===== src/rtl/pipeline_hazard_ctrl.sv =====
// IF/ID and PC write control for the DLX pipeline: load-use stalls, branch flushes, imem waits, HALT.
// Define HAZARD_STATS_EN to add saturating stall_count/flush_count statistics outputs.
//
// state  | meaning
// RUN    | normal issue; load-use, imem wait and HALT requests resolved here
// FLUSH  | IF/ID held flushed for the remaining cycles after a taken branch
// HALT   | HALT instruction reached ID; waits for resume
// FAULT  | imem stayed busy too long; waits for resume
module pipeline_hazard_ctrl #(
  parameter int FLUSH_CYCLES = 1,
  parameter int WAIT_TIMEOUT = 15
`ifdef HAZARD_STATS_EN
  , parameter int CNT_W = 16
`endif
) (
  input  logic             clk,
  input  logic             reset,
  input  logic [4:0]       id_rs,
  input  logic [4:0]       id_rt,
  input  logic             id_uses_rt,
  input  logic             id_halt,
  input  logic             ex_mem_read,
  input  logic [4:0]       ex_rt,
  input  logic             ex_branch_taken,
  input  logic             imem_busy,
  input  logic             resume,
  output logic             pc_write,
  output logic             if_id_write,
  output logic             if_id_flush,
  output logic             id_ex_bubble,
  output logic             halted,
  output logic             fault,
  output logic [1:0]       state
`ifdef HAZARD_STATS_EN
  , output logic [CNT_W-1:0] stall_count
  , output logic [CNT_W-1:0] flush_count
`endif
);

  typedef enum logic [1:0] {
    ST_RUN   = 2'b00,
    ST_FLUSH = 2'b01,
    ST_HALT  = 2'b10,
    ST_FAULT = 2'b11
  } state_t;

  localparam logic [2:0] FLUSH_RELOAD = 3'(FLUSH_CYCLES - 1);
  localparam logic [7:0] WAIT_LAST    = 8'(WAIT_TIMEOUT - 1);

  state_t     state_q;
  logic [2:0] flush_cnt;
  logic [7:0] wait_cnt;
  logic       fault_q;
  logic       lu;

  assign lu = ex_mem_read && (ex_rt != 5'd0) &&
              ((ex_rt == id_rs) || (id_uses_rt && (ex_rt == id_rt)));

  assign state  = state_q;
  assign fault  = fault_q;
  assign halted = (state_q == ST_HALT) || (state_q == ST_FAULT);

  always_comb begin
    pc_write     = 1'b1;
    if_id_write  = 1'b1;
    if_id_flush  = 1'b0;
    id_ex_bubble = 1'b0;
    unique case (state_q)
      ST_RUN: begin
        if (ex_branch_taken) begin
          if_id_flush  = 1'b1;
          id_ex_bubble = 1'b1;
        end else if (lu || imem_busy || id_halt) begin
          pc_write     = 1'b0;
          if_id_write  = 1'b0;
          id_ex_bubble = 1'b1;
        end
      end
      ST_FLUSH: begin
        if_id_flush  = 1'b1;
        id_ex_bubble = 1'b1;
        pc_write     = !imem_busy;
      end
      ST_HALT, ST_FAULT: begin
        pc_write     = 1'b0;
        if_id_write  = 1'b0;
        id_ex_bubble = 1'b1;
      end
    endcase
  end

  always_ff @(posedge clk or negedge reset) begin
    if (!reset) begin
      state_q   <= ST_RUN;
      flush_cnt <= 3'd0;
      wait_cnt  <= 8'd0;
      fault_q   <= 1'b0;
    end else begin
      unique case (state_q)
        ST_RUN: begin
          if (!imem_busy) wait_cnt <= 8'd0;
          if (ex_branch_taken) begin
            flush_cnt <= FLUSH_RELOAD;
            if (FLUSH_CYCLES > 1) state_q <= ST_FLUSH;
          end else if (!lu) begin
            // wait_cnt only advances on cycles where imem_busy is the deciding stall
            if (imem_busy) begin
              if (wait_cnt == WAIT_LAST) begin
                state_q  <= ST_FAULT;
                fault_q  <= 1'b1;
                wait_cnt <= 8'd0;
              end else if (wait_cnt != 8'hFF) begin
                wait_cnt <= wait_cnt + 8'd1;
              end
            end else if (id_halt) begin
              state_q <= ST_HALT;
            end
          end
        end
        ST_FLUSH: begin
          if (!imem_busy) wait_cnt <= 8'd0;
          if (ex_branch_taken) begin
            flush_cnt <= FLUSH_RELOAD;
            if (FLUSH_CYCLES == 1) state_q <= ST_RUN;
          end else if (flush_cnt <= 3'd1) begin
            flush_cnt <= 3'd0;
            state_q   <= ST_RUN;
          end else begin
            flush_cnt <= flush_cnt - 3'd1;
          end
        end
        ST_HALT, ST_FAULT: begin
          if (resume) begin
            state_q  <= ST_RUN;
            fault_q  <= 1'b0;
            wait_cnt <= 8'd0;
          end
        end
      endcase
    end
  end

`ifdef HAZARD_STATS_EN
  always_ff @(posedge clk or negedge reset) begin
    if (!reset) begin
      stall_count <= '0;
      flush_count <= '0;
    end else begin
      if ((state_q == ST_RUN) && !pc_write && (stall_count != '1))
        stall_count <= stall_count + CNT_W'(1);
      if (if_id_flush && (flush_count != '1))
        flush_count <= flush_count + CNT_W'(1);
    end
  end
`endif

endmodule


===== config.mk =====
export PLATFORM = sky130hd
export DESIGN_NAME = pipeline_hazard_ctrl
export DESIGN_NICKNAME = d
export VERILOG_FILES = /design/src/rtl/pipeline_hazard_ctrl.sv
export SDC_FILE = /design/constraint.sdc
export NUM_CORES = 1
export LEC_CHECK = 0
export ABC_CLOCK_PERIOD_IN_PS = 2640
export BUFFER_PORTS_ARGS = -buffer_cell sky130_fd_sc_hd__buf_4
export CAP_MARGIN = 40
export CORE_MARGIN = 2
export CORE_UTILIZATION = 54
export CTS_BUF_LIST = sky130_fd_sc_hd__clkbuf_8
export DETAILED_ROUTE_END_ITERATION = 12
export HOLD_SLACK_MARGIN = 0.05
export PLACE_DENSITY = 0.79
export SLEW_MARGIN = 10
export SYNTH_ARGS = -nofsm -noshare
export SYNTH_HDL_FRONTEND = slang
export SYNTH_SLANG_ARGS = --single-unit
export TNS_END_PERCENT = 10

===== constraint.sdc =====
create_clock -name clk -period 2.64 [get_ports clk]
set_input_delay 0.264 -clock clk [delete_from_list [all_inputs] [get_ports clk]]
set_output_delay 0.264 -clock clk [all_outputs]
set_load 0.02 [all_outputs]

**Yosys cells after proc, flatten, opt, wreduce, memory -nomap -nowiden**

Cells that the tools add are included.

- Register bits after elaboration: 14
- Input bits: 23
- Output and inout bits: 8
- Logic and storage cells: 76

- Add/subtract/negate cells: 2
- $lt $le $gt $ge: 1
- Equality and inequality tests: 16
- Muxes and demuxes: 36
- Reduce and logical (&&, ||, !) cells: 17

Operators by type and width:

| kind | count |
|---|---|
| $mux W8 | 7 |
| $pmux W8 S3 | 1 |
| $mux W2 | 8 |
| $ne A2 B2 Y1 const B | 6 |
| $reduce_and A6 Y1 | 2 |
| $eq A5 B5 Y1 | 2 |
| $mux W1 | 10 |
| $mux W3 | 3 |
| $ne A3 B3 Y1 const B | 3 |
| $add A8 B1 Y8 const B | 1 |
| $eq A8 B4 Y1 const B | 1 |
| $ne A8 B8 Y1 const B | 1 |
| $pmux W1 S2 | 4 |
| $pmux W2 S3 | 1 |
| $pmux W3 S2 | 1 |
| $reduce_bool A5 Y1 | 1 |
| $eq A2 B2 Y1 const B | 2 |
| $logic_or A1 B1 Y1 | 4 |
| $reduce_bool A2 Y1 | 2 |
| $le A3 B1 Y1 const B | 1 |
| $logic_and A1 B1 Y1 | 3 |
| $pmux W1 S3 | 1 |
| $reduce_or A3 Y1 | 1 |
| $sub A3 B1 Y3 const B | 1 |
| other kinds (5) | 5 |

**Longest topological paths before layout**

Gate-level depths: netlist of run 1.

- Depth after elaboration: 9
- Mapped depth: 7
- Mapped depth without buffers: 7

**Worst setup path after synthesis of run 1**

No wires, ideal clock.

- Path type: input to output
- Start point: input ex_rt[1]
- End point: output pc_write
- Arrival: 1.721 ns
- Data required time: 2.376 ns
- Path slack: 0.655 ns
- Cell stages on the path: 5
- Buffers on the path: 0
- Cell sequence: or4_1 -> o21ai_2 -> or2_2 -> a21oi_1 -> o31ai_1

- Cells in the longest elaborated chain, start to end: 9
- Elaborated cells on any way between the ends: 12
- Classes of those cells: 2 x eq/ne; 3 x mux; 7 x reduce/logical

RTL lines:

| element | RTL line | source |
|---|---|---|
| start, declared | 23 | `input logic [4:0] ex_rt,` |
| $eq A5 B5 Y1 | 57 | `((ex_rt == id_rs) \|\| (id_uses_rt && (ex_rt == id_rt)));` |
| $logic_and A1 B1 Y1 | 57 |  |
| $logic_or A1 B1 Y1 | 57 |  |
| $logic_and A1 B1 Y1 (*) | 56 | `assign lu = ex_mem_read && (ex_rt != 5'd0) &&` |
| $logic_or A1 B1 Y1 (*) (2 in series) | 73 | `end else if (lu \|\| imem_busy \|\| id_halt) begin` |
| $mux W1 (*) | 73 |  |
| $mux W1 (*) | 70 | `if (ex_branch_taken) begin` |
| $pmux W1 S3 (*) | 68 | `unique case (state_q)` |
| end, declared | 27 | `output logic pc_write,` |

Every way passes the cells marked *; elsewhere a longest branch is shown, timed or not.

**Worst setup path in the final report of run 1**

- Start point: register state_q[1] (netlist: state[1])
- End point: register wait_cnt[5]

- Cells in the longest elaborated chain, start to end: 3
- Elaborated cells on any way between the ends: 7
- Classes of those cells: 4 x eq/ne; 1 x mux; 2 x reduce/logical

RTL lines:

| element | RTL line | source |
|---|---|---|
| start, declared | 50 | `state_t state_q;` |
| start signal, assigned | 94 | `state_q <= ST_RUN;` |
| start signal, assigned | 104 | `if (FLUSH_CYCLES > 1) state_q <= ST_FLUSH;` |
| start signal, assigned | 109 | `state_q <= ST_FAULT;` |
| $eq A2 B2 Y1 | 99 | `unique case (state_q)` |
| $reduce_or A2 Y1 | 99 |  |
| $pmux W8 S3 / $ne A2 B2 Y1 (equally long branches) | - |  |
| end signal, assigned | 113 | `wait_cnt <= wait_cnt + 8'd1;` |
| end, declared | 52 | `logic [7:0] wait_cnt;` |

Parallel ways exist; a longest one is shown, timed or not.
A chain may end at the register's enable or synchronous reset.

==> results of run 1 <==
==> cells in the mapped netlist, types with 3 or more instances <==
master / number
nor3_1: 3
ha_1: 3
clkbuf_1: 4
a21oi_1: 11
nand2_1: 17
nor2_1: 13
xor2_1: 10
inv_1: 10
nand4_1: 3
or4_1: 4
dfrtp_1: 14
nand3_1: 3
o21ai_0: 17
==> cells in the final DEF (no fill, tap or decap), types with 2 or more instances in the layout <==
master,instances
clkbuf_8,4
dfrtp_1,14
inv_1,10
nand3_1,3
a221oi_1,2
buf_4,30
and2_1,2
nor2_1,13
o41ai_1,2
nand4_1,3
nor3_1,3
a21oi_1,11
ha_1,3
or4_1,4
o22ai_1,2
nand2b_1,2
xor2_1,10
o21ai_2,2
nor4_1,2
o31ai_1,2
nand2_1,17
o311ai_0,2
o211ai_1,2
or2_2,2
o21ai_0,17
==> cells by family (layout without fill, tap and decap cells) <==
| group | Yosys count | in the layout | share of synthesized area |
|---|---|---|---|
| adders and majority gates | 3 | 3 | 0.03138 |
| AOI/OAI and AO/OA | 53 | 53 | 0.3002 |
| and+or+nand+nor | 57 | 57 | 0.2437 |
| buffers and inverters | 16 | 45 | 0.05125 |
| DFF | 14 | 14 | 0.2929 |
| xor gates and xnor gates | 11 | 11 | 0.08054 |
==> final cells by class <==
class                           count  area (µm²)
Multi-Input combinational cell    124       784.5
Fill cell                         187       650.6
Sequential cell                    14       350.3
Timing Repair Buffer               31       235.2
Clock buffer                        4       55.05
Inverter                           10       37.54
Tap cell                           28       35.03
==> power by group <==
group / switching, mW / internal (mW)
clock network: 0.0894 / 0.133
logic: 0.248 / 0.184
registers: 0.0721 / 0.241
total: 0.409 / 0.557
==> sequential cells by signal, indices dropped and copies added (netlist names) <==
| name | count |
|---|---|
| wait_cnt | 8 |
| state | 2 |
| flush_cnt | 3 |
| fault | 1 |
==> metal layers <==
layer / GRT usage / wire [µm] / vias up
met4: 0.1577 / 130 / 0
li1: - / - / 628
met2: 0.4589 / 1547 / 97
met3: 0.03509 / 326 / 17
met1: 0.3499 / 1313 / 602
met5: 0 / 0 / -
==> how the worst min path moves through the flow <==
stage          slack, ns            to  cells past startpoint             from
2_1_floorplan      -0.03         fault                      0            reset
3_3_place_gp        0.13  flush_cnt[1]                      1            reset
3_5_place_dp        0.13  flush_cnt[1]                      1            reset
4_1_cts             0.25  flush_cnt[2]                      2  ex_branch_taken
5_1_grt             0.27  flush_cnt[2]                      2  ex_branch_taken
6_report            0.25  flush_cnt[2]                      2  ex_branch_taken
==> metrics by stage <==
step                      setup slack, ns  instances
after floorplan                    0.6554        154
after global placement             0.5806        206
after detailed placement           0.5124        206
after CTS                          0.5014        211
after global routing               0.3751        211
final                              0.4887        211
==> timing repair <==
action,in CTS,in global routing
gates resized for setup,0,0
hold buffers,1,0
hold endpoints to repair,14,0
==> metrics.txt, run 1 <==
status=finished clean; CTS Sinks=14; WL final=3.317 mm; Final Hold Violating Endpoints=0; pwr dens=645.2 nW/µm²; max-cap violation count=0; Initial Util=0.5568; # diodes=0; CP Buf/Inv Count=0; R2R cell count=6; port bufs=30; async set-reset flop share out of synthesis=1.000; Setup Crit Path Kind=register to register; Setup TNS Final=0 ns; GRT Total Usage=0.2787; first-pass GRT wire length=5.416 mm; crit path DAT=2.30 ns; relative slew slack=0.5917; postcts setup bufs=0; Core Area=2148 µm²; Ports=31; Syn Inst Count=154; syn nets=180; crit-path cells=or3b_4, a31oi_4, a21oi_1, a2bb2oi_1, or4_1, o311ai_1; dpl cell area=1433 µm²; worst-path fanout max=17; drt pass-1 iters=5; Post-synth EDFFs=0; Die Wd=51.07 µm; YS warnings=0; Bufs on Longest Clock Path=2; min Tclk post-route=2.151 ns; htree depth=1; CP Launch Point=state[1]; Slew Limit Fails=0; row count=17; Worst-Margin Slew=0.6111 ns; layout cells sized above 1=0.2295; via density per instance=6.370; clk_lat worst skew=0.26 ns; worst min path class=input pin to register; final RePlAce weighted congestion=0.9325; final hold slack=0.2489 ns; DR vias=1344; CTS buffer count=3; top cells by area, synth=dfrtp_1, xor2_1, o21ai_0; RSZ-0062 raised after global routing=false; fmax=0.4648 GHz; die area=2608 µm²; CP max stage delay=0.55 ns; Yosys cell types=44; VDD IR max=520.4 µV; Worst R2R Start=state[1]; Setup crit start kind=register; gr ovfl total=0; reg2reg end=wait_cnt[5]; flop2flop setup slack=0.49 ns; Layout Utilization=0.6971; initial DRC count=69; TritonCTS clock tree=done; leakage=0.6420 nW; top_reg_cell synth=dfrtp_1; DP HPWL=2.495 mm; Overall Power=966.3 µW; Req. time, crit path=2.79 ns; Die Span Y=51.07 µm; Clk pin slew, worst setup/hold paths=0.07 ns; post-synthesis sequential area ratio=0.2929; Area growth syn-to-layout=25.21%; final instance area=1498 µm²; pin count of the biggest net entering global routing=18; period utilisation layout=0.8149; wire length per cell after detailed routing=15.72 µm; crit path capture=wait_cnt[5]; Yosys reg bits=14; CP Capture Type=register; clock root buffer=clkbuf_8; cell taking the most area after synthesis=dfrtp_1; skew final=0.009052 ns; vias in the first global route=1205; Post-Syn Area=1196 µm²; Worst path slowest cell=dfrtp_1; Crit path depth=6; Synth Area per Inst=7.767 µm²; share of the synthesized area in the top cell type=0.2929; # DRC=0; Final ANT Viol Nets=0; NumNets Final=210; cell family with most CP delay=simple AND/OR/NAND/NOR gates; final setup vio count=0; initial antenna violation count=0
No activity file was read; power rests on OpenSTA's default activity.
==> inputs of run 2 (changes only) <==
ABC_CLOCK_PERIOD_IN_PS = 2200   (was 2640)
clock period = 2.2 ns   (was 2.64 ns; I/O delays follow)
==> metrics.txt, run 2 (synthesis gave the netlist of run 1 again) <==
drt pass-1 iters=5 (unchanged); port bufs=30 (unchanged); period utilisation layout=0.9045 (+0.08957); cell-internal power=691.8 µW (+24%); # diodes=0 (unchanged); Initial Util=0.5568 (unchanged); VDD IR max=728.8 µV (+40%); Clk pin slew, worst setup/hold paths=0.06 ns (about the same); Ports=31 (unchanged); Area growth syn-to-layout=27.72%; crit path DAT=2.15 ns (-0.15 ns); Comb power frac=0.504 (+0.058); Die Wd=51.07 µm (unchanged); Worst Min Path Start=ex_branch_taken; DR vias=1334 (-0.74%); postcts setup bufs=0 (unchanged); skew final=0.004804 ns (-0.004248 ns); relative slew slack=0.5812 (-0.01052); WL final=3.239 mm (-2.4%); layout cells sized above 1=0.2460 (+0.01648); Final ANT Viol Nets=0 (unchanged); pwr dens=775.1 nW/µm² (+20%); Net Sw Power=492.3 µW (+20%); grt met3 use=0.03801 (+0.002924); max reg flops=8 (unchanged); RSZ-0062 raised after global routing=false; Worst R2R Start=wait_cnt[0]; Setup crit start kind=register; Setup Crit Path Kind=register to register; worst-path fanout max=7 (-10); initial antenna violation count=0 (unchanged); Slew Limit Fails=0 (unchanged); TritonCTS clock tree=done; DP HPWL=2.483 mm (-0.52%); Core Area=2148 µm² (unchanged); final setup vio count=0 (unchanged); Worst Setup Slack, final=0.2102 ns (-0.2785 ns); NumNets Final=214 (+1.9%); wire length per cell after detailed routing=15.07 µm (-4.2%); Worst-Margin Slew=0.6269 ns (+0.01575 ns); initial DRC count=55 (-20%); min Tclk post-route=1.990 ns (-0.1615 ns); clock network power share=0.222 (-0.008); fmax=0.5026 GHz (+8.1%); GRT Total Usage=0.2807 (+0.002036); die area=2608 µm² (unchanged); vias in the first global route=1287 (+6.8%); Final Hold Violating Endpoints=0 (unchanged); Top reg by flops=wait_cnt; gr ovfl total=0 (unchanged); DP Worst Slack=0.1814 ns (-0.3310 ns); clk_lat worst skew=0.25 ns (about the same); clock root buffer=clkbuf_8; first-pass GRT wire length=5.533 mm (+2.2%); Req. time, crit path=2.36 ns (-0.43 ns); Setup TNS Final=0 ns (unchanged); pin count of the biggest net entering global routing=17 (-1); Overall Power=1.184 mW (+23%); max-cap violation count=0 (unchanged); most common cell after layout, fill and taps aside=buf_4; Bufs on Longest Clock Path=2 (unchanged); CP Launch Point=wait_cnt[0]; final RePlAce weighted congestion=0.9179 (-1.6%); # DRC=0 (unchanged); met2 global-route usage=0.4762 (+0.01732); worst min path class=input pin to register; busiest grt layer=met2; Sw Ratio=0.4158 (-0.007636); CTS Sinks=14 (unchanged); leakage=0.6619 nW (+3.1%); htree depth=1 (unchanged); row count=17 (unchanged); Layout Utilization=0.7111 (+0.01398); GRT met1 Usage=0.3579 (+0.008026); flop2flop setup slack=0.21 ns (-0.28 ns); most frequent cells in the layout=buf_4, nand2_1, o21ai_0; CTS buffer count=3 (unchanged); via density per instance=6.205 (-2.6%); status=finished clean; CP Capture Type=register; Seq pwr share=0.274 (-0.050); Die Span Y=51.07 µm (unchanged)
-- run 2: cell types whose count changed in the layout (fill, tap and decap cells not counted) --
cell	before	now
buf_4	30	34
-- run 2: layout make-up --
class / count / area [µm²]
flip-flops and latches: 14 / 350.3
fillers: 178 / 620.6
repair buffers: 35 / 265.3
clock buffers: 4 / 55.05
inverters: 10 / 37.54
multi-input cells: 124 / 784.5
well taps: 28 / 35.03
-- run 2: path summary, 6_finish.rpt --
kind                                     end  cells past startpoint
worst max-delay path             wait_cnt[5]                      7
worst min-delay path            flush_cnt[2]                      2
worst max register to register   wait_cnt[5]                      7
worst min register to register         fault                      2
max in group asynchronous       flush_cnt[2]                      2
min in group asynchronous        wait_cnt[7]                      2
-- run 2: critical path, cell delays in order (launching register included) --
cell       delay, ns
dfrtp_1         0.46
ha_1            0.27
nand4_1         0.12
or2_2           0.34
o21ai_0         0.10
a2bb2oi_1       0.10
or4_1           0.40
o311ai_1        0.09
-- run 2: per-stage QoR --
stage | instances | area [µm²] | hold WS (ns)
after floorplan | 154 | 1196 | -0.07559
after global placement | 210 | 1463 | 0.08424
after detailed placement | 210 | 1463 | 0.08655
after CTS | 215 | 1528 | 0.2170
after global routing | 215 | 1528 | 0.2262
final | 215 | 1528 | 0.2212
-- run 2: layer usage --
metal	up-vias	routed length [µm]
met5	-	0
met4	0	58
met3	7	271
met2	74	1628
met1	619	1280
li1	634	-
-- run 2: power groups by stage --
stage / clock, mW / combinational (mW) / sequential (mW)
6_report: 0.263 / 0.597 / 0.324
5_1_grt: 0.278 / 0.658 / 0.327
4_1_cts: 0.268 / 0.595 / 0.323
3_5_place_dp: 0 / 0.592 / 0.328
3_3_place_gp: 0 / 0.583 / 0.325
2_1_floorplan: 0 / 0.354 / 0.350
-- run 2: timing repair --
| action | in CTS | in global routing |
|---|---|---|
| resized for setup | 0 | 0 |
| hold buffers | 1 | 0 |
| hold endpoints to repair | 14 | 0 |
==> inputs of run 3 (changes only) <==
CORE_ASPECT_RATIO = 1.1   (was not set)
==> metrics.txt, run 3 (synthesis gave the netlist of run 1 again) <==
status=finished clean; period utilisation layout=0.9211 (+0.01662); TritonCTS clock tree=done; die area=2608 µm² (about the same); post-CTS resize count=0 (unchanged); crit-path cells=ha_1, nand4_1, or2_2, o21ai_0, a2bb2oi_1, or4_1, o311ai_1; Area growth syn-to-layout=27.72% (unchanged); Worst-Margin Slew=0.6645 ns (+0.03760 ns); wire length per cell after detailed routing=15.25 µm (+1.2%); Slew Limit Fails=0 (unchanged); Seq pwr share=0.275 (about the same); max reg flops=8 (unchanged); Worst R2R Start=wait_cnt[0]; initial antenna violation count=0 (unchanged); fmax=0.4935 GHz (-1.8%); Ports=31 (unchanged); most common cell after layout, fill and taps aside=buf_4; worst-path fanout max=7 (unchanged); first-pass GRT wire length=5.451 mm (-1.5%); initial DRC count=41 (-25%); gr ovfl total=0 (unchanged); Final ANT Viol Nets=0 (unchanged); worst min path class=input pin to register; row count=17 (unchanged); Fill cells=163 (-8.4%); Die Span Y=53.36 µm (+4.5%); Worst Setup Slack, final=0.1736 ns (-0.03657 ns); crit path DAT=2.18 ns (+0.03 ns); DP HPWL=2.444 mm (-1.6%); WL final=3.279 mm (+1.2%); drt pass-1 iters=4 (-1); Net Sw Power=494.6 µW (+0.48%); clock network power share=0.220 (-0.002); pwr dens=776.1 nW/µm² (+0.13%); CP max stage delay=0.48 ns (+0.02 ns); postcts setup bufs=0 (unchanged); GRT Total Usage=0.2740 (-0.006781); Top reg by flops=wait_cnt; Sw Ratio=0.4172 (+0.001437); Layout Utilization=0.7482 (+0.03704); # diodes=0 (unchanged); port bufs=30 (unchanged); pin count of the biggest net entering global routing=17 (unchanged); Clk pin slew, worst setup/hold paths=0.06 ns (about the same); clk_lat worst skew=0.25 ns (about the same); htree depth=1 (unchanged); vias in the first global route=1222 (-5.1%); final hold slack=0.1996 ns (-0.02156 ns); Bufs on Longest Clock Path=2 (unchanged); final setup vio count=0 (unchanged); CTS Sinks=14 (unchanged); Setup Crit Path Kind=register to register; CP Capture Type=register; RSZ-0062 raised after global routing=false; Setup TNS Final=0 ns (unchanged); Core Area=2042 µm² (-5.0%); leakage=0.6619 nW (unchanged); layout cells sized above 1=0.2460 (unchanged); most frequent cells in the layout=buf_4, nand2_1, o21ai_0; Worst path slowest cell=dfrtp_1; VDD IR max=544.9 µV (-25%); via density per instance=6.014 (-3.1%); Worst Min Path Start=ex_branch_taken; Req. time, crit path=2.35 ns (about the same); Final Hold Violating Endpoints=0 (unchanged); Die Wd=48.88 µm (-4.3%); hold buffer count at CTS=1 (unchanged); Setup crit start kind=register; clock root buffer=clkbuf_8; relative slew slack=0.5561 (-0.02512); Initial Util=0.5858 (+0.02900); CP Launch Point=wait_cnt[0]; DP Worst Slack=0.1533 ns (-0.02803 ns); DR vias=1293 (-3.1%); # DRC=0 (unchanged); cell-internal power=691.0 µW (-0.11%); final RePlAce weighted congestion=0.8839 (-3.7%); max-cap violation count=0 (unchanged); CTS buffer count=3 (unchanged); NumNets Final=214 (unchanged); skew final=0.003462 ns (-0.001342 ns); Comb power frac=0.505 (about the same); min Tclk post-route=2.026 ns (+0.03657 ns)
-- run 3: routing by layer --
layer  track usage  up-vias  wire length [µm]
met2        0.4954       42              1699
met4        0.1238        0                61
met3       0.02825        8               157
met1        0.3316      609              1361
li1              -      634                 -
met5             0        -                 0
-- run 3: worst max-delay path, delay by kind of cell, from the launching register on --
kind	cells	cell delay (ns)
and+or+nand+nor	3	0.89
DFF	1	0.48
adders and majority gates	1	0.28
AOI/OAI and AO/OA	3	0.28
-- run 3: metrics by stage --
step           instances  area, µm²  total power, mW
6_report             215       1528            1.186
5_1_grt              215       1528            1.241
4_1_cts              215       1528            1.179
3_5_place_dp         210       1463           0.9207
3_3_place_gp         210       1463           0.9045
2_1_floorplan        154       1196           0.7041
-- run 3: path summary, 6_finish.rpt --
path / slack [ns] / cells past startpoint / to
min in group asynchronous: 0.35 / 2 / flush_cnt[2]
max: 0.17 / 7 / wait_cnt[5]
max reg2reg: 0.17 / 7 / wait_cnt[5]
min: 0.20 / 2 / flush_cnt[1]
max in group asynchronous: 1.67 / 2 / wait_cnt[4]
min reg2reg: 0.48 / 2 / fault
-- run 3: power by group through the flow --
| stage | logic [mW] | clock network [mW] | registers (mW) |
|---|---|---|---|
| after detailed placement | 0.592 | 0 | 0.329 |
| after floorplan | 0.354 | 0 | 0.350 |
| final | 0.599 | 0.261 | 0.326 |
| after CTS | 0.596 | 0.258 | 0.325 |
| after global routing | 0.645 | 0.266 | 0.330 |
| after global placement | 0.580 | 0 | 0.325 |
-- run 3: area by class of cell --
| type | instances | area, µm² | share of cell area |
|---|---|---|---|
| Inverter | 10 | 37.54 | 0.02457 |
| Multi-Input combinational cell | 124 | 784.5 | 0.5135 |
| Sequential cell | 14 | 350.3 | 0.2293 |
| Tap cell | 28 | 35.03 | 0.02293 |
| Clock buffer | 4 | 55.05 | 0.03604 |
| Timing Repair Buffer | 35 | 265.3 | 0.1736 |
